$ cat src/rtl/note_detector_if.sv
// Tone input and decoded-note outputs of the note detector, bundled as one port.
interface note_detector_if;
  logic        tone_in;
  logic [1:0]  note_code;
  logic        note_valid;
  logic        note_change;
  logic [31:0] half_period;

  modport master (
    input  tone_in,
    output note_code, note_valid, note_change, half_period
  );

  modport slave (
    output tone_in,
    input  note_code, note_valid, note_change, half_period
  );
endinterface

$ cat src/rtl/note_detector.sv
// Measures tone half-periods and locks DO/RE/MI after MATCH_COUNT agreeing measurements.
// Latency: outputs register 4 clk edges after a tone_in transition; no backpressure (levels and pulses).
module note_detector #(
  parameter int unsigned PW_DO           = 191113,
  parameter int unsigned PW_RE           = 170262,
  parameter int unsigned PW_MI           = 151685,
  parameter int unsigned TOL             = 2048,
  parameter int unsigned MATCH_COUNT     = 4,
  parameter int unsigned SILENCE_TIMEOUT = 400000
) (
  input logic             clk,
  input logic             reset_n,
  note_detector_if.master nd
);
  typedef enum logic [1:0] {HUNT, ACQUIRE, LOCKED} state_t;

  localparam logic [31:0] EXP_DO = 32'(PW_DO + 1);
  localparam logic [31:0] EXP_RE = 32'(PW_RE + 1);
  localparam logic [31:0] EXP_MI = 32'(PW_MI + 1);
  localparam logic [31:0] TOL32  = 32'(TOL);
  localparam logic [31:0] TOUT   = 32'(SILENCE_TIMEOUT);
  localparam logic [3:0]  MC     = 4'(MATCH_COUNT);

  state_t      state_q, state_d;
  logic [2:0]  sync_q;
  logic        edge_q;
  logic [31:0] hp_cnt_q, hp_cnt_d;
  logic [3:0]  match_q, match_d;
  logic [1:0]  cand_q, cand_d;
  logic [1:0]  code_q, code_d;
  logic        valid_q, valid_d;
  logic        change_q, change_d;
  logic        armed_q, armed_d;
  logic [31:0] half_q, half_d;
  logic [31:0] meas;
  logic [1:0]  cls;
  logic        timeout;

  function automatic logic in_win(input logic [31:0] m, input logic [31:0] e);
    logic [31:0] dev;
    dev = (m > e) ? (m - e) : (e - m);
    return dev <= TOL32;
  endfunction

  assign meas    = hp_cnt_q + 32'd1;
  assign timeout = !edge_q && (hp_cnt_q == TOUT - 32'd1);

  // DO wins over RE wins over MI if the tolerance windows ever overlap
  always_comb begin
    cls = 2'd0;
    if (in_win(meas, EXP_DO))      cls = 2'd1;
    else if (in_win(meas, EXP_RE)) cls = 2'd2;
    else if (in_win(meas, EXP_MI)) cls = 2'd3;
  end

  always_comb begin
    hp_cnt_d = hp_cnt_q;
    if (edge_q)               hp_cnt_d = 32'd0;
    else if (hp_cnt_q < TOUT) hp_cnt_d = hp_cnt_q + 32'd1;
  end

  always_comb begin
    state_d  = state_q;
    match_d  = match_q;
    cand_d   = cand_q;
    code_d   = code_q;
    valid_d  = valid_q;
    change_d = 1'b0;
    half_d   = half_q;
    armed_d  = armed_q;
    if (edge_q) begin
      if (!armed_q) begin
        armed_d = 1'b1;
      end else begin
        half_d = meas;
        case (state_q)
          HUNT: begin
            if (cls != 2'd0) begin
              state_d = ACQUIRE;
              cand_d  = cls;
              match_d = 4'd1;
            end
          end
          ACQUIRE: begin
            if (cls == 2'd0) begin
              state_d = HUNT;
              match_d = 4'd0;
            end else if (cls == cand_q) begin
              match_d = match_q + 4'd1;
              if (match_q + 4'd1 == MC) begin
                state_d  = LOCKED;
                code_d   = cand_q;
                valid_d  = 1'b1;
                change_d = (cand_q != code_q);
              end
            end else begin
              cand_d  = cls;
              match_d = 4'd1;
            end
          end
          LOCKED: begin
            if (cls == 2'd0) begin
              state_d = HUNT;
              match_d = 4'd0;
            end else if (cls != cand_q) begin
              state_d = ACQUIRE;
              cand_d  = cls;
              match_d = 4'd1;
            end
          end
          default: begin
            state_d = HUNT;
            match_d = 4'd0;
          end
        endcase
      end
    end else if (timeout) begin
      state_d  = HUNT;
      match_d  = 4'd0;
      armed_d  = 1'b0;
      code_d   = 2'd0;
      valid_d  = 1'b0;
      change_d = valid_q;
    end
  end

  // sync_q[1:0] is the synchronizer, sync_q[2] its delayed copy; edge_q registers the transition
  always_ff @(posedge clk or negedge reset_n) begin
    if (!reset_n) begin
      sync_q   <= 3'b000;
      edge_q   <= 1'b0;
      hp_cnt_q <= 32'd0;
      state_q  <= HUNT;
      match_q  <= 4'd0;
      cand_q   <= 2'd0;
      code_q   <= 2'd0;
      valid_q  <= 1'b0;
      change_q <= 1'b0;
      armed_q  <= 1'b0;
      half_q   <= 32'd0;
    end else begin
      sync_q   <= {sync_q[1:0], nd.tone_in};
      edge_q   <= sync_q[1] ^ sync_q[2];
      hp_cnt_q <= hp_cnt_d;
      state_q  <= state_d;
      match_q  <= match_d;
      cand_q   <= cand_d;
      code_q   <= code_d;
      valid_q  <= valid_d;
      change_q <= change_d;
      armed_q  <= armed_d;
      half_q   <= half_d;
    end
  end

  assign nd.note_code   = code_q;
  assign nd.note_valid  = valid_q;
  assign nd.note_change = change_q;
  assign nd.half_period = half_q;
endmodule

$ cat src/flat_wrapper.sv
// flat-port wrapper written by rule: the top's interface ports become plain ports
module note_detector_flat 
#(
  parameter int unsigned PW_DO           = 191113,
  parameter int unsigned PW_RE           = 170262,
  parameter int unsigned PW_MI           = 151685,
  parameter int unsigned TOL             = 2048,
  parameter int unsigned MATCH_COUNT     = 4,
  parameter int unsigned SILENCE_TIMEOUT = 400000
)
  (clk, reset_n, nd_tone_in, nd_note_code, nd_note_valid, nd_note_change, nd_half_period);
  note_detector_if nd_i ();
  input logic clk;
  input logic reset_n;
  input wire logic [$bits(nd_i.tone_in)-1:0] nd_tone_in;
  output wire logic [$bits(nd_i.note_code)-1:0] nd_note_code;
  output wire logic [$bits(nd_i.note_valid)-1:0] nd_note_valid;
  output wire logic [$bits(nd_i.note_change)-1:0] nd_note_change;
  output wire logic [$bits(nd_i.half_period)-1:0] nd_half_period;
  assign nd_i.tone_in = nd_tone_in;
  assign nd_note_code = nd_i.note_code;
  assign nd_note_valid = nd_i.note_valid;
  assign nd_note_change = nd_i.note_change;
  assign nd_half_period = nd_i.half_period;
  note_detector #(.PW_DO(PW_DO), .PW_RE(PW_RE), .PW_MI(PW_MI), .TOL(TOL), .MATCH_COUNT(MATCH_COUNT), .SILENCE_TIMEOUT(SILENCE_TIMEOUT)) u_core (.clk(clk), .reset_n(reset_n), .nd(nd_i));
endmodule
$ cat config.mk
export PLATFORM = sky130hd
export DESIGN_NAME = note_detector_flat
export DESIGN_NICKNAME = d
export VERILOG_FILES = /design/src/rtl/note_detector_if.sv /design/src/rtl/note_detector.sv /design/src/flat_wrapper.sv
export SDC_FILE = /design/constraint.sdc
export NUM_CORES = 1
export LEC_CHECK = 0
export CAP_MARGIN = 20
export CORE_ASPECT_RATIO = 1.75
export CORE_MARGIN = 2
export CORE_UTILIZATION = 46
export DETAILED_ROUTE_END_ITERATION = 8
export DONT_BUFFER_PORTS = 1
export SYNTH_ARGS = -nofsm -noshare
export SYNTH_HDL_FRONTEND = slang
export SYNTH_SLANG_ARGS = --single-unit
$ cat constraint.sdc
create_clock -name clk -period 6.4 [get_ports clk]
set_input_delay 0.96 -clock clk [delete_from_list [all_inputs] [get_ports clk]]
set_output_delay 0.96 -clock clk [all_outputs]
set_load 0.01 [all_outputs]
* Word-level counts from Yosys, hierarchy flattened
Index checks and enable logic that the tools add are counted.
Word-level totals: register bits 81, latch bits 0, bits in writable memories 0, memory bits (read-only) 0, bits of input ports 3, output and inout bits 36, word-level logic and storage cells 115, memories 0
Operators by class: add/subtract/negate cells 8, multiply operators 0, divide/modulo/power cells 0, $lt $le $gt $ge 7, eq/ne operators 21, shift operators 0, mux-type cells 54, bitwise logic cells 1, reduce and logical (&&, ||, !) cells 13
Operators by type and width (count):
- 32-bit 2-to-1 mux | 5
- 32-bit by 18-bit > comparator with 1-bit output, second input constant | 3
- 32-bit by 12-bit less-or-equal comparator with 1-bit output, second input constant | 3
- 18-bit by 32-bit subtractor with 32-bit output, first input constant | 3
- 32-bit by 18-bit subtractor with 32-bit output, second input constant | 3
- 2-bit 2-to-1 mux | 23
- 32-bit by 1-bit adder with 32-bit output, second input constant | 1
- 32-bit by 19-bit equality test with 1-bit output, second input constant | 1
- 32-bit by 19-bit < comparator with 1-bit output, second input constant | 1
- 4-bit 2-to-1 mux | 8
- 2-bit != test, second input constant | 8
- 1-bit 2-to-1 mux | 15
- 4-bit != test, second input constant | 3
- 2-bit one-hot mux with 3 select lines | 2
- 4-bit one-hot mux with 3 select lines | 1
- 6-bit AND reduction | 2
- 8-bit AND reduction | 1
- 2-bit nonzero test | 3
- 4-bit by 1-bit adder with 4-bit output, second input constant | 1
- 4-bit by 3-bit equality test with 1-bit output, second input constant | 1
- 2-bit zero test | 2
- 2-bit by 1-bit != test with 1-bit output, second input constant | 2
- 2-bit != test | 2
- 4-bit AND reduction | 1
- other kinds (9) | 9

* Depth between registers and ports, before layout
Gate-level depths: netlist of the first run.
depth after elaboration 13, gate-level depth with buffers 23

* Worst setup path before layout of the first run
Ideal clock, no wire load.
path type reg-to-reg, start register u_core.hp_cnt_q[0], end register u_core.code_q[0] (netlist: u_core.nd.note_code[0]), arrival time 5.040 ns, path slack 1.234 ns, stages on the path, launching flop included 21, period minus slack after synthesis 5.166 ns, cells stage by stage dfrtp_1 ha_1 clkbuf_1 nand3_1 nor2_1 a21boi_0 o211ai_1 clkbuf_1 a211oi_1 a211oi_1 o21ai_1 buf_2 mux2i_1 nor4_1 a41oi_1 or4_4 o21ai_2 nand4bb_2 a21boi_4 and2_4 a221o_1
Between the ends: cells in the longest elaborated chain, start to end 10, elaborated cells on any way between the ends 27
RTL lines:
- from (decl) | line note_detector.sv:27 | logic [31:0] hp_cnt_q, hp_cnt_d;
- from (signal assigned) | line note_detector.sv:144 | hp_cnt_q <= hp_cnt_d;
- 32-bit by 1-bit adder with 32-bit output | line note_detector.sv:45 | assign meas = hp_cnt_q + 32'd1;
- 18-bit by 32-bit subtractor with 32-bit output (tied with other cells) | line note_detector.sv:41 | dev = (m > e) ? (m - e) : (e - m);
- 32-bit 2-to-1 mux | line note_detector.sv:41
- 32-bit by 12-bit less-or-equal comparator with 1-bit output | line note_detector.sv:42 | return dev <= TOL32;
- 2-bit 2-to-1 mux | line note_detector.sv:53 | else if (in_win(meas, EXP_MI)) cls = 2'd3;
- 2-bit 2-to-1 mux | line note_detector.sv:52 | else if (in_win(meas, EXP_RE)) cls = 2'd2;
- 2-bit 2-to-1 mux | line note_detector.sv:51 | if (in_win(meas, EXP_DO)) cls = 2'd1;
- 2-bit equality test / 2-bit zero test (equally long branches) | line note_detector.sv:88, note_detector.sv:85
- 2-bit != test (no source line)
- 6-bit AND reduction (no source line) *
- to (signal assigned) | line note_detector.sv:148 | code_q <= code_d;
- to (decl) | line note_detector.sv:30 | logic [1:0] code_q, code_d;
Every way passes the cells marked *; elsewhere a longest branch is shown, timed or not. A chain may end at the register's enable or synchronous reset.

* Worst setup path after layout of the first run
start register u_core.hp_cnt_q[2], end register u_core.code_q[0] (netlist: u_core.nd.note_code[0])
The elaborated chain is that of the path after synthesis.

==> results of run 1 <==
-- cell usage after synthesis (all sizes together), types with 10 or more instances --
cell | instances | area share
or4 | 16 | 0.014
nor2 | 114 | 0.048
nand4 | 33 | 0.025
a31oi | 14 | 0.0097
mux2i | 27 | 0.030
o22ai | 10 | 0.0069
buf | 27 | 0.018
and3 | 13 | 0.0090
nand2 | 123 | 0.052
a211oi | 23 | 0.020
nand3 | 51 | 0.030
or3 | 12 | 0.0083
xnor2 | 72 | 0.070
and4 | 15 | 0.015
nor4 | 33 | 0.035
o31ai | 13 | 0.011
inv | 25 | 0.010
dfrtp | 81 | 0.22
nor3 | 65 | 0.038
a21oi | 61 | 0.035
and2 | 22 | 0.015
o21ai | 87 | 0.049
xor2 | 33 | 0.032
clkbuf | 55 | 0.023
o211ai | 19 | 0.018
ha | 17 | 0.024
-- path summary, 6_finish.rpt --
path,startpoint,end,slack (ns),cells after the start
worst max-delay path,u_core.hp_cnt_q[2],u_core.nd.note_code[0],0.21,18
worst min-delay path,reset_n,u_core.match_q[3],0.28,0
worst max register to register,u_core.hp_cnt_q[2],u_core.nd.note_code[0],0.21,18
worst min register to register,u_core.sync_q[0],u_core.sync_q[1],0.36,0
max in group asynchronous,reset_n,u_core.hp_cnt_q[20],5.99,0
min in group clk,u_core.sync_q[0],u_core.sync_q[1],0.36,0
-- cells by family (layout without fill, tap and decap cells) --
group	Yosys count	after routing	synth area share
simple gates	536	536	0.3227
compound gates	325	325	0.2457
buf+inv	108	120	0.05143
mux	28	28	0.03111
fa+ha+maj	17	17	0.02350
xor+xnor	105	105	0.1016
flops	81	81	0.2240
-- metrics by stage --
stage                     hold slack [ns]    util  power, uW  instance area (um^2)  worst slack (ns)
after global placement             0.3503  0.4994      708.3                  9587            0.3360
after detailed placement           0.3418  0.4994      708.6                  9587            0.3374
after CTS                          0.2739  0.5158       1264                  9902            0.3144
after global routing               0.2640  0.5174       1303                  9933          0.003414
after floorplan                    0.3312       -      663.2                  9050             1.234
final                              0.2785  0.5174       1255                  9933            0.2140
-- metal layers --
layer / up-vias / routed length (um)
li1: 4502 / -
met1: 4666 / 14030
met2: 549 / 18400
met3: 197 / 2269
met4: 0 / 3296
met5: - / 0
-- power by group through the flow --
stage | Combinational, uW | Clock [uW] | Sequential, uW
floorplan | 114 | 0 | 549
global placement | 155 | 0 | 553
global route | 174 | 584 | 546
CTS | 156 | 565 | 544
detailed placement | 155 | 0 | 553
finish | 159 | 552 | 544
-- timing repair --
item                                    CTS  global route
gates resized for setup                   0             6
endpoints found under the setup margin    0            12
hold buffers                              0             0
-- state kept, by name, summed over array words and instances, names as in the netlist --
register,flops
u_core.cand_q,2
u_core.match_q,4
u_core.sync_q,3
u_core.edge_q,1
u_core.armed_q,1
u_core.state_q,2
u_core.nd.half_period,32
u_core.nd.note_valid,1
u_core.nd.note_change,1
u_core.nd.note_code,2
u_core.hp_cnt_q,32
-- layout make-up --
class                      count  area (um^2)
fill                        1917         9264
timing repair buffer          78        585.6
clock buffer                  10        239.0
multi-input combinational   1011         6606
sequential                    81         2027
inverter                      26        97.59
clock inverter                 6        76.32
tap                          241        301.5
==> flow_summary.html, run 1 <==
<table>
<tr><th>Metric</th><th>Value</th></tr>
<tr><th colspan="2">Pwr</th></tr>
<tr><td>Static leakage</td><td>0.003967 uW</td></tr>
<tr><td>Clk pwr share</td><td>0.440</td></tr>
<tr><td>Internal power contribution</td><td>896.9 uW</td></tr>
<tr><td>Pwr per Cell Area</td><td>126.3 nW/um^2</td></tr>
<tr><td>Portion of total power attributed to sequential cells</td><td>0.433</td></tr>
<tr><td>Net Sw Power</td><td>358.1 uW</td></tr>
<tr><td>Net Sw Frac</td><td>0.2854</td></tr>
<tr><td>Maximum VDD drop</td><td>0.2103 mV</td></tr>
<tr><td>Comb pwr share</td><td>0.127</td></tr>
<tr><th colspan="2">Drt</th></tr>
<tr><td>Vias per cell</td><td>6.823</td></tr>
<tr><td>Detail-routed net length per standard cell</td><td>26.15 um</td></tr>
<tr><td>DRC violations left</td><td>0</td></tr>
<tr><td>Total via count in the routed design</td><td>9914</td></tr>
<tr><td>Routed wire length</td><td>37990 um</td></tr>
<tr><td>Post-detailed-route count of antenna-violating nets</td><td>0</td></tr>
<tr><td>Detailed-routing iteration count for the pre-antenna-repair pass</td><td>7</td></tr>
<tr><td>Count of routing violations after the opening detailed-route iteration</td><td>1032</td></tr>
<tr><th colspan="2">Placed design</th></tr>
<tr><td>Quantity of I/O buffers inserted on ports</td><td>0</td></tr>
<tr><td>Final weighted congestion of routability-driven global placement</td><td>1.104</td></tr>
<tr><td>Number of instances in the placed design</td><td>1437</td></tr>
<tr><td>HPWL Detailed</td><td>29760 um</td></tr>
<tr><th colspan="2">Setup path</th></tr>
<tr><td>CP delay by family, top</td><td>simple AND/OR/NAND/NOR gates</td></tr>
<tr><td>Maximum net fanout on the critical path</td><td>10</td></tr>
<tr><td>Standard cell with the maximum stage delay on the critical path</td><td>or4_1</td></tr>
<tr><td>Chain of cells forming the critical path</td><td>ha_1, nand2_2, or4_1, nor4_1, nor4_2, o21a_1, and3_1, o21ai_1, buf_4, mux2i_1, xnor2_1, o211ai_1, or4_4, nor2_2, o21ai_2, a21boi_4, a21oi_1, a221o_1</td></tr>
<tr><td>Kind of end point of the critical path</td><td>flop</td></tr>
<tr><td>Data arrival time at the worst-slack endpoint</td><td>6.44 ns</td></tr>
<tr><td>Number of buffer and inverter stages on the critical path</td><td>1</td></tr>
<tr><td>Maximum cell stage delay along the critical path</td><td>0.82 ns</td></tr>
<tr><td>Required time of the critical path</td><td>6.65 ns</td></tr>
<tr><td>Critical path startpoint category</td><td>flop</td></tr>
<tr><td>Start-to-end type of the worst setup path</td><td>flop to flop</td></tr>
<tr><th colspan="2">GRT</th></tr>
<tr><td>Met2 layer usage reported by global route</td><td>0.6147</td></tr>
<tr><td>Global routing met1 resource utilization</td><td>0.4230</td></tr>
<tr><td>Overall routing resource usage</td><td>0.3748</td></tr>
<tr><td>Global-route layer with the greatest usage</td><td>met2</td></tr>
<tr><td>Antenna violations before repair</td><td>0</td></tr>
<tr><td>Global-route wire length before repair</td><td>58000 um</td></tr>
<tr><td>Global route overflow</td><td>0</td></tr>
<tr><td>Largest net degree at the start of global routing</td><td>82</td></tr>
<tr><td>Number of global-route vias before repair</td><td>9599</td></tr>
<tr><td>Met3 demand-to-capacity share in global routing</td><td>0.06612</td></tr>
<tr><th colspan="2">STA</th></tr>
<tr><td>Setup TNS</td><td>0 ns</td></tr>
<tr><td>Count of pins over their slew limit</td><td>0</td></tr>
<tr><td>Max transition margin</td><td>0.3233</td></tr>
<tr><td>Final period util</td><td>0.9666</td></tr>
<tr><td>Final setup violation count</td><td>0</td></tr>
<tr><td>Least-Margin Pin Slew</td><td>1.008 ns</td></tr>
<tr><td>Clock tree skew after final layout</td><td>0.005943 ns</td></tr>
<tr><td>Unrepaired setup endpoints after global routing</td><td>no</td></tr>
<tr><td>Time the final worst path needs with I/O delays and setup</td><td>6.186 ns</td></tr>
<tr><td>Timing-limited maximum frequency</td><td>0.1617 GHz</td></tr>
<tr><td>Hold Fails Final Rpt</td><td>0</td></tr>
<tr><th colspan="2">Floorplanning</th></tr>
<tr><td>Total Die Area</td><td>20860 um^2</td></tr>
<tr><td>X dimension of the die</td><td>110.0 um</td></tr>
<tr><td>Row count</td><td>67</td></tr>
<tr><td>Number of top-level pins</td><td>39</td></tr>
<tr><td>Initial cell density of the core</td><td>0.4714</td></tr>
<tr><td>Placeable Area</td><td>19200 um^2</td></tr>
<tr><td>Height of the die</td><td>189.6 um</td></tr>
<tr><th colspan="2">Finish</th></tr>
<tr><td>Layout cells sized above 1</td><td>0.1221</td></tr>
<tr><td>Area growth from synthesis to layout</td><td>9.761%</td></tr>
<tr><td>Ant. Diodes</td><td>0</td></tr>
<tr><td>Final nets</td><td>1227</td></tr>
<tr><td>Non-filler cells in the finished layout</td><td>1453</td></tr>
<tr><td>Most frequent standard cell in the layout excluding fill and tap cells</td><td>nand2_1</td></tr>
<tr><td>Highest-count cells in the layout ignoring fill and taps</td><td>120 x nand2_1, 112 x nor2_1, 81 x dfrtp_1, 78 x buf_4, 77 x o21ai_0</td></tr>
<tr><th colspan="2">Synthesis</th></tr>
<tr><td>Register area share after synthesis</td><td>0.2240</td></tr>
<tr><td>Ys async rst share</td><td>1.000</td></tr>
<tr><td>Yosys synthesis warning count</td><td>0</td></tr>
<tr><td>Post-synthesis net count</td><td>1220</td></tr>
<tr><td>Total of flip-flops plus latches after synthesis</td><td>81</td></tr>
<tr><td>Average cell area after synthesis</td><td>7.542 um^2</td></tr>
<tr><td>Count of flip-flops with a built-in enable after synthesis</td><td>0</td></tr>
<tr><td>Synth Instances</td><td>1200</td></tr>
<tr><td>Distinct cell type count of the synthesized netlist</td><td>93</td></tr>
<tr><td>Cell Area, Synth</td><td>9050 um^2</td></tr>
<tr><td>Most used DFF post-synth</td><td>dfrtp_1</td></tr>
<tr><th colspan="2">Clocking</th></tr>
<tr><td>Post-CTS clock slew at the launch and capture registers of the worst setup and hold paths</td><td>0.07 ns</td></tr>
<tr><td>Setup Buffers After CTS</td><td>0</td></tr>
<tr><td>CTS sink count</td><td>81</td></tr>
<tr><td>Latest clock arrival within the worst-skew pair</td><td>0.37 ns</td></tr>
<tr><td>Maximum level of the CTS H-tree</td><td>3</td></tr>
<tr><td>TritonCTS clock tree</td><td>done</td></tr>
<tr><td>Worst-case clock buffer depth</td><td>2</td></tr>
<tr><td>Number of buffers added by the clock tree synthesis step</td><td>9</td></tr>
<tr><td>Cell chosen for the clock root</td><td>clkbuf_16</td></tr>
<tr><th colspan="2">Run status</th></tr>
<tr><td>Run status</td><td>finished clean</td></tr>
<tr><th colspan="2">Run</th></tr>
<tr><td>Maximum Capacitance Violations</td><td>0</td></tr>
<tr><th colspan="2">Hold path</th></tr>
<tr><td>Tightest Hold Check Type</td><td>primary input to asynchronous set/reset pin</td></tr>
</table>
Power figures use the tool's default switching activity.
==> run 2, diff against run 1 <==
==> constraint.sdc (replaced) <==
create_clock -name clk -period 6.4 [get_ports clk]
set_input_delay 0.64 -clock clk [delete_from_list [all_inputs] [get_ports clk]]
set_output_delay 0.64 -clock clk [all_outputs]
set_load 0.01 [all_outputs]
==> run 2 against run 1 <==
Against the previous run: register-to-register slack got worse by 0.02 ns; fmax down 0.33%; power increased by 1.1%; die area unchanged; flip-flop and latch count stayed put; clock-buffer cell count stayed put; sequential power is essentially flat; utilization up 0.14 points; design area is 0.28% higher; critical endpoint unchanged; highest routed layer unchanged.
==> flow_summary.html, run 2 (synthesis results as in run 1) <==
<table>
<tr><th>Metric</th><th>Value</th></tr>
<tr><th colspan="2">Pwr</th></tr>
<tr><td>Static leakage</td><td>0.003980 uW (was 0.003967 uW)</td></tr>
<tr><td>Maximum VDD drop</td><td>0.2102 mV (was 0.2103 mV)</td></tr>
<tr><td>Pwr per Cell Area</td><td>127.4 nW/um^2 (was 126.3 nW/um^2)</td></tr>
<tr><th colspan="2">Clocking</th></tr>
<tr><td>Setup Buffers After CTS</td><td>0 (unchanged)</td></tr>
<tr><td>Latest clock arrival within the worst-skew pair</td><td>0.37 ns (about the same)</td></tr>
<tr><td>Cell chosen for the clock root</td><td>clkbuf_16 (unchanged)</td></tr>
<tr><td>Post-CTS clock slew at the launch and capture registers of the worst setup and hold paths</td><td>0.07 ns (about the same)</td></tr>
<tr><td>Worst-case clock buffer depth</td><td>2 (unchanged)</td></tr>
<tr><td>Maximum level of the CTS H-tree</td><td>3 (unchanged)</td></tr>
<tr><td>CTS sink count</td><td>81 (unchanged)</td></tr>
<tr><td>TritonCTS clock tree</td><td>done (unchanged)</td></tr>
<tr><td>Number of buffers added by the clock tree synthesis step</td><td>9 (unchanged)</td></tr>
<tr><th colspan="2">Finish</th></tr>
<tr><td>Flip-flop and latch area</td><td>2027 um^2 (unchanged)</td></tr>
<tr><td>Ant. Diodes</td><td>0 (unchanged)</td></tr>
<tr><td>Area growth from synthesis to layout</td><td>10.06% (was 9.761%)</td></tr>
<tr><td>Number of inserted filler cells in the final layout</td><td>1915 (was 1917)</td></tr>
<tr><td>Final nets</td><td>1228 (was 1227)</td></tr>
<tr><td>Most frequent standard cell in the layout excluding fill and tap cells</td><td>nand2_1 (unchanged)</td></tr>
<tr><td>Layout cells sized above 1</td><td>0.1228 (was 0.1221)</td></tr>
<tr><td>Area taken by multi-input logic gates</td><td>6606 um^2 (unchanged)</td></tr>
<tr><td>Highest-count cells in the layout ignoring fill and taps</td><td>120 x nand2_1, 112 x nor2_1, 81 x dfrtp_1, 78 x buf_4, 77 x o21ai_0 (unchanged)</td></tr>
<tr><td>Utilization of the core after routing</td><td>0.5189 (was 0.5174)</td></tr>
<tr><th colspan="2">STA</th></tr>
<tr><td>Time the final worst path needs with I/O delays and setup</td><td>6.206 ns (was 6.186 ns)</td></tr>
<tr><td>Timing-limited maximum frequency</td><td>0.1611 GHz (was 0.1617 GHz)</td></tr>
<tr><td>Max transition margin</td><td>0.3258 (was 0.3233)</td></tr>
<tr><td>Unrepaired setup endpoints after global routing</td><td>no (unchanged)</td></tr>
<tr><td>Clock tree skew after final layout</td><td>0.006394 ns (was 0.005943 ns)</td></tr>
<tr><td>Count of pins over their slew limit</td><td>0 (unchanged)</td></tr>
<tr><td>Final period util</td><td>0.9697 (was 0.9666)</td></tr>
<tr><td>Hold Fails Final Rpt</td><td>0 (unchanged)</td></tr>
<tr><td>Least-Margin Pin Slew</td><td>1.004 ns (was 1.008 ns)</td></tr>
<tr><td>Setup TNS</td><td>0 ns (unchanged)</td></tr>
<tr><td>Final setup violation count</td><td>0 (unchanged)</td></tr>
<tr><th colspan="2">Setup path</th></tr>
<tr><td>Kind of end point of the critical path</td><td>flop (unchanged)</td></tr>
<tr><td>Critical path startpoint category</td><td>flop (unchanged)</td></tr>
<tr><td>Data arrival time at the worst-slack endpoint</td><td>6.46 ns (was 6.44 ns)</td></tr>
<tr><td>Required time of the critical path</td><td>6.66 ns (was 6.65 ns)</td></tr>
<tr><td>Maximum net fanout on the critical path</td><td>10 (unchanged)</td></tr>
<tr><td>Start-to-end type of the worst setup path</td><td>flop to flop (unchanged)</td></tr>
<tr><th colspan="2">Floorplanning</th></tr>
<tr><td>Placeable Area</td><td>19200 um^2 (unchanged)</td></tr>
<tr><td>Row count</td><td>67 (unchanged)</td></tr>
<tr><td>X dimension of the die</td><td>110.0 um (unchanged)</td></tr>
<tr><td>Initial cell density of the core</td><td>0.4714 (unchanged)</td></tr>
<tr><td>Number of top-level pins</td><td>39 (unchanged)</td></tr>
<tr><td>Total Die Area</td><td>20860 um^2 (unchanged)</td></tr>
<tr><td>Height of the die</td><td>189.6 um (unchanged)</td></tr>
<tr><th colspan="2">Drt</th></tr>
<tr><td>Post-detailed-route count of antenna-violating nets</td><td>0 (unchanged)</td></tr>
<tr><td>Count of routing violations after the opening detailed-route iteration</td><td>1031 (was 1032)</td></tr>
<tr><td>Vias per cell</td><td>6.803 (was 6.823)</td></tr>
<tr><td>Routed wire length</td><td>38130 um (was 37990 um)</td></tr>
<tr><td>Detailed-routing iteration count for the pre-antenna-repair pass</td><td>9 (was 7)</td></tr>
<tr><td>DRC violations left</td><td>0 (unchanged)</td></tr>
<tr><td>Total via count in the routed design</td><td>9891 (was 9914)</td></tr>
<tr><td>Detail-routed net length per standard cell</td><td>26.22 um (was 26.15 um)</td></tr>
<tr><th colspan="2">GRT</th></tr>
<tr><td>Largest net degree at the start of global routing</td><td>82 (unchanged)</td></tr>
<tr><td>Number of global-route vias before repair</td><td>9612 (was 9599)</td></tr>
<tr><td>Global route overflow</td><td>0 (unchanged)</td></tr>
<tr><td>Antenna violations before repair</td><td>0 (unchanged)</td></tr>
<tr><td>Overall routing resource usage</td><td>0.3753 (was 0.3748)</td></tr>
<tr><td>Global-route wire length before repair</td><td>58060 um (was 58000 um)</td></tr>
<tr><th colspan="2">Run</th></tr>
<tr><td>Maximum Capacitance Violations</td><td>0 (unchanged)</td></tr>
<tr><th colspan="2">Placed design</th></tr>
<tr><td>Quantity of I/O buffers inserted on ports</td><td>0 (unchanged)</td></tr>
<tr><td>HPWL Detailed</td><td>29760 um (unchanged)</td></tr>
<tr><td>Final weighted congestion of routability-driven global placement</td><td>1.104 (unchanged)</td></tr>
<tr><th colspan="2">Hold path</th></tr>
<tr><td>Tightest Hold Check Type</td><td>primary input to asynchronous set/reset pin (unchanged)</td></tr>
<tr><th colspan="2">Run status</th></tr>
<tr><td>Run status</td><td>finished clean (unchanged)</td></tr>
</table>
## run 2: cell count changes in the layout (fill, tap and decap cells not counted), sizes merged
cell,delta
buf,+1
## run 2: timing repair
item | 4_1_cts | 5_1_grt
setup endpoints to repair | 0 | 12
hold buffers | 1 | 0
resized for setup | 0 | 6
hold endpoints to repair | 81 | 0
## run 2: critical path, cell delays in order, from the launching register on
cell and delay, ns:
dfrtp_1 0.49, ha_1 0.41, nand2_2 0.22, or4_1 0.81, nor4_1 0.51, nor4_2 0.16, o21a_1 0.24, and3_1 0.28
o21ai_1 0.17, buf_4 0.22, mux2i_1 0.30, xnor2_1 0.25, o211ai_1 0.47, or4_4 0.66, nor2_2 0.11, o21ai_2 0.11
a21boi_4 0.29, a21oi_1 0.10, a221o_1 0.26
## run 2: cell type report
class,instances,area share
multi-input combinational,1011,0.6632
clock buffer,10,0.02399
sequential,81,0.2035
tap,241,0.03027
timing repair buffer,79,0.06155
clock inverter,6,0.007662
inverter,26,0.009798
## run 2: where the power goes
part | internal (uW) | switching, uW
Sequential | 525 | 18.4
Clock | 318 | 237
Combinational | 55.4 | 115
Total | 899 | 370
## run 2: routing by layer
layer | vias up | share of wire | GRT usage
met4 | 0 | 0.087 | 0.2809
li1 | 4505 | - | -
met1 | 4677 | 0.37 | 0.4236
met3 | 190 | 0.062 | 0.06612
met2 | 519 | 0.48 | 0.6151
met5 | - | 0 | 0
## run 2: final timing paths
| kind | startpoint | end | slack, ns | depth (start not counted) |
|---|---|---|---|---|
| max in group asynchronous | reset_n | u_core.hp_cnt_q[23] | 5.91 | 1 |
| worst max-delay path | u_core.hp_cnt_q[2] | u_core.nd.note_code[0] | 0.19 | 18 |
| worst min register to register | u_core.sync_q[0] | u_core.sync_q[1] | 0.36 | 0 |
| min in group clk | nd_tone_in | u_core.sync_q[0] | 0.29 | 0 |
| worst max register to register | u_core.hp_cnt_q[2] | u_core.nd.note_code[0] | 0.19 | 18 |
| worst min-delay path | reset_n | u_core.match_q[1] | 0.16 | 1 |
## run 2: metrics by stage
| step | setup slack (ns) | hold WS, ns | instances | instance area, um^2 | total power [uW] |
|---|---|---|---|---|---|
| detailed placement | 0.3374 | 0.3418 | 1437 | 9587 | 708.6 |
| global route | 0.003414 | 0.1858 | 1454 | 9961 | 1317 |
| CTS | 0.3144 | 0.1821 | 1454 | 9930 | 1276 |
| global placement | 0.3360 | 0.3465 | 1437 | 9587 | 708.3 |
| finish | 0.1937 | 0.1620 | 1454 | 9961 | 1269 |
| floorplan | 1.234 | 0.3312 | 1200 | 9050 | 663.2 |
==> run 3, diff against run 2 <==
--- a/config.mk
+++ b/config.mk
@@ -7,7 +7,6 @@
 export LEC_CHECK = 0
 export CAP_MARGIN = 20
 export CORE_ASPECT_RATIO = 1.75
-export CORE_MARGIN = 2
 export CORE_UTILIZATION = 46
 export DETAILED_ROUTE_END_ITERATION = 8
 export DONT_BUFFER_PORTS = 1
==> run 3 against run 2 <==
Against the previous run: design area shrank 0.23%; hold slack worse by 0.019 ns; fmax up 2.4%; combinational power is essentially flat; critical path type unchanged; critical endpoint is now u_core.match_q[0].
==> flow_summary.html, run 3 (synthesis results as in run 1) <==
<table>
<tr><th>Metric</th><th>Value</th></tr>
<tr><th colspan="2">Finish</th></tr>
<tr><td>Final nets</td><td>1223 (was 1228)</td></tr>
<tr><td>Final instance area</td><td>9938 um^2 (was 9961 um^2)</td></tr>
<tr><td>Highest-count cells in the layout ignoring fill and taps</td><td>120 x nand2_1, 111 x nor2_1, 78 x o21ai_0, 78 x dfrtp_1, 73 x buf_4 (was 120 x nand2_1, 112 x nor2_1, 81 x dfrtp_1, 78 x buf_4, 77 x o21ai_0)</td></tr>
<tr><td>Utilization of the core after routing</td><td>0.5177 (was 0.5189)</td></tr>
<tr><td>Most frequent standard cell in the layout excluding fill and tap cells</td><td>nand2_1 (unchanged)</td></tr>
<tr><td>Area growth from synthesis to layout</td><td>9.816% (was 10.06%)</td></tr>
<tr><td>Number of inserted filler cells in the final layout</td><td>1898 (was 1915)</td></tr>
<tr><td>Layout cells sized above 1</td><td>0.1275 (was 0.1228)</td></tr>
<tr><td>Ant. Diodes</td><td>0 (unchanged)</td></tr>
<tr><th colspan="2">Drt</th></tr>
<tr><td>Detailed-routing iteration count for the pre-antenna-repair pass</td><td>5 (was 9)</td></tr>
<tr><td>Total via count in the routed design</td><td>9707 (was 9891)</td></tr>
<tr><td>DRC violations left</td><td>0 (unchanged)</td></tr>
<tr><td>Post-detailed-route count of antenna-violating nets</td><td>0 (unchanged)</td></tr>
<tr><td>Routed wire length</td><td>36950 um (was 38130 um)</td></tr>
<tr><td>Count of routing violations after the opening detailed-route iteration</td><td>879 (was 1031)</td></tr>
<tr><td>Detail-routed net length per standard cell</td><td>25.50 um (was 26.22 um)</td></tr>
<tr><td>Vias per cell</td><td>6.699 (was 6.803)</td></tr>
<tr><th colspan="2">STA</th></tr>
<tr><td>Worst hold slack</td><td>0.1432 ns (was 0.1620 ns)</td></tr>
<tr><td>Setup TNS</td><td>0 ns (unchanged)</td></tr>
<tr><td>Count of pins over their slew limit</td><td>0 (unchanged)</td></tr>
<tr><td>Timing-limited maximum frequency</td><td>0.1649 GHz (was 0.1611 GHz)</td></tr>
<tr><td>Final setup violation count</td><td>0 (unchanged)</td></tr>
<tr><td>Least-Margin Pin Slew</td><td>0.9732 ns (was 1.004 ns)</td></tr>
<tr><td>Final period util</td><td>0.9473 (was 0.9697)</td></tr>
<tr><td>Max transition margin</td><td>0.3489 (was 0.3258)</td></tr>
<tr><td>Hold Fails Final Rpt</td><td>0 (unchanged)</td></tr>
<tr><td>Unrepaired setup endpoints after global routing</td><td>no (unchanged)</td></tr>
<tr><td>Clock tree skew after final layout</td><td>0.009959 ns (was 0.006394 ns)</td></tr>
<tr><td>Time the final worst path needs with I/O delays and setup</td><td>6.063 ns (was 6.206 ns)</td></tr>
<tr><th colspan="2">Run status</th></tr>
<tr><td>Run status</td><td>finished clean (unchanged)</td></tr>
<tr><th colspan="2">Setup path</th></tr>
<tr><td>Crit path top cell by count</td><td>buf_4</td></tr>
<tr><td>Cell depth of the worst flop-to-flop path</td><td>20 (was 18)</td></tr>
<tr><td>Start-to-end type of the worst setup path</td><td>flop to flop (unchanged)</td></tr>
<tr><td>Chain of cells forming the critical path</td><td>ha_1, and3_1, nand2_2, or3_1, a31oi_1, buf_4, nand4b_1, nor4_2, buf_4, a21o_1, buf_4, mux2i_1, xnor2_1, a41oi_1, inv_1, a221oi_2, o21ai_1, a22oi_4, nor2_1, a32o_1 (was ha_1, nand2_2, or4_1, nor4_1, nor4_2, o21a_1, and3_1, o21ai_1, buf_4, mux2i_1, xnor2_1, o211ai_1, or4_4, nor2_2, o21ai_2, a21boi_4, a21oi_1, a221o_1)</td></tr>
<tr><td>Maximum net fanout on the critical path</td><td>24 (was 10)</td></tr>
<tr><td>Required time of the critical path</td><td>6.66 ns (about the same)</td></tr>
<tr><td>Kind of end point of the critical path</td><td>flop (unchanged)</td></tr>
<tr><td>Data arrival time at the worst-slack endpoint</td><td>6.32 ns (was 6.46 ns)</td></tr>
<tr><td>Standard cell with the maximum stage delay on the critical path</td><td>or3_1 (was or4_1)</td></tr>
<tr><td>Maximum cell stage delay along the critical path</td><td>0.54 ns (was 0.81 ns)</td></tr>
<tr><td>Critical path startpoint category</td><td>flop (unchanged)</td></tr>
<tr><th colspan="2">Floorplanning</th></tr>
<tr><td>X dimension of the die</td><td>108.0 um (was 110.0 um)</td></tr>
<tr><td>Row count</td><td>67 (unchanged)</td></tr>
<tr><td>Height of the die</td><td>187.6 um (was 189.6 um)</td></tr>
<tr><td>Initial cell density of the core</td><td>0.4714 (unchanged)</td></tr>
<tr><td>Placeable Area</td><td>19200 um^2 (unchanged)</td></tr>
<tr><td>Total Die Area</td><td>20260 um^2 (was 20860 um^2)</td></tr>
<tr><td>Number of top-level pins</td><td>39 (unchanged)</td></tr>
<tr><th colspan="2">Clocking</th></tr>
<tr><td>Latest clock arrival within the worst-skew pair</td><td>0.37 ns (about the same)</td></tr>
<tr><td>Setup Buffers After CTS</td><td>0 (unchanged)</td></tr>
<tr><td>Maximum level of the CTS H-tree</td><td>3 (unchanged)</td></tr>
<tr><td>CTS sink count</td><td>81 (unchanged)</td></tr>
<tr><td>TritonCTS clock tree</td><td>done (unchanged)</td></tr>
<tr><td>Worst-case clock buffer depth</td><td>2 (unchanged)</td></tr>
<tr><td>Number of buffers added by the clock tree synthesis step</td><td>9 (unchanged)</td></tr>
<tr><td>Cell chosen for the clock root</td><td>clkbuf_16 (unchanged)</td></tr>
<tr><td>Post-CTS clock slew at the launch and capture registers of the worst setup and hold paths</td><td>0.07 ns (about the same)</td></tr>
<tr><th colspan="2">GRT</th></tr>
<tr><td>Antenna violations before repair</td><td>0 (unchanged)</td></tr>
<tr><td>Largest net degree at the start of global routing</td><td>82 (unchanged)</td></tr>
<tr><td>Global route overflow</td><td>0 (unchanged)</td></tr>
<tr><td>Global-route wire length before repair</td><td>56230 um (was 58060 um)</td></tr>
<tr><td>Number of global-route vias before repair</td><td>9474 (was 9612)</td></tr>
<tr><td>Overall routing resource usage</td><td>0.3744 (was 0.3753)</td></tr>
<tr><th colspan="2">Pwr</th></tr>
<tr><td>Static leakage</td><td>0.003922 uW (was 0.003980 uW)</td></tr>
<tr><td>Pwr per Cell Area</td><td>125.6 nW/um^2 (was 127.4 nW/um^2)</td></tr>
<tr><td>Overall Power</td><td>1248 uW (was 1269 uW)</td></tr>
<tr><td>Maximum VDD drop</td><td>0.1457 mV (was 0.2102 mV)</td></tr>
<tr><th colspan="2">Placed design</th></tr>
<tr><td>Final weighted congestion of routability-driven global placement</td><td>1.060 (was 1.104)</td></tr>
<tr><td>HPWL Detailed</td><td>28790 um (was 29760 um)</td></tr>
<tr><td>Quantity of I/O buffers inserted on ports</td><td>0 (unchanged)</td></tr>
<tr><td>Instance area at placement</td><td>9549 um^2 (was 9587 um^2)</td></tr>
<tr><th colspan="2">Run</th></tr>
<tr><td>Maximum Capacitance Violations</td><td>0 (unchanged)</td></tr>
<tr><th colspan="2">Hold path</th></tr>
<tr><td>Tightest Hold Check Type</td><td>primary input to asynchronous set/reset pin (unchanged)</td></tr>
</table>
-- run 3: changes by cell type in the layout (fill, tap and decap cells not counted), sizes merged --
cell      delta
clkinvlp     +2
buf          -5
clkinv       -2
-- run 3: power by group --
| group | switching, uW | leakage (uW) | internal, uW |
|---|---|---|---|
| combinational | 114 | 0.00268 | 54.9 |
| clock | 232 | 0.000139 | 303 |
| sequential | 18.3 | 0.00110 | 526 |
| total | 364 | 0.00392 | 884 |
-- run 3: worst paths after layout --
path	from	to	slack, ns
setup / recovery	u_core.hp_cnt_q[1]	u_core.match_q[0]	0.34
max in group asynchronous	reset_n	u_core.hp_cnt_q[14]	5.86
hold reg to reg	u_core.sync_q[0]	u_core.sync_q[1]	0.38
hold / removal	reset_n	u_core.match_q[3]	0.14
setup reg to reg	u_core.hp_cnt_q[1]	u_core.match_q[0]	0.34
min in group clk	nd_tone_in	u_core.sync_q[0]	0.30
-- run 3: area by class of cell --
class	instances	area, um^2	area share
Clock inverter	6	67.56	0.006798
Sequential cell	81	2031	0.2043
Timing Repair Buffer	74	575.6	0.05791
Tap cell	241	301.5	0.03034
Inverter	26	97.59	0.009820
Multi-Input combinational cell	1011	6636	0.6678
Clock buffer	10	229.0	0.02304
-- run 3: what timing repair did --
item / in CTS / in global routing
endpoints found under the setup margin: 0 / 12
hold buffers: 1 / 0
resized for setup: 0 / 14
endpoints found under the hold margin: 81 / 0
-- run 3: critical path: cells and delay by family, from the launching register on --
family / cells / cell delay (ns)
buffers and inverters: 4 / 0.76
and+or+nand+nor: 6 / 2.02
xor gates and xnor gates: 1 / 0.09
muxes: 1 / 0.22
adders and majority gates: 1 / 0.31
DFF: 1 / 0.44
AOI/OAI and AO/OA: 7 / 2.07
-- run 3: per-stage QoR --
step                      instances  setup slack (ns)
after floorplan                1200             1.234
after global placement         1432            0.2025
after detailed placement       1432            0.1134
after CTS                      1449           0.06017
after global routing           1449          0.002450
final                          1449            0.3373
-- run 3: per-layer routing --
metal | share of wire | global-route usage
met5 | 0 | 0
met4 | 0.083 | 0.2835
met3 | 0.054 | 0.06361
met2 | 0.49 | 0.6296
met1 | 0.37 | 0.4117
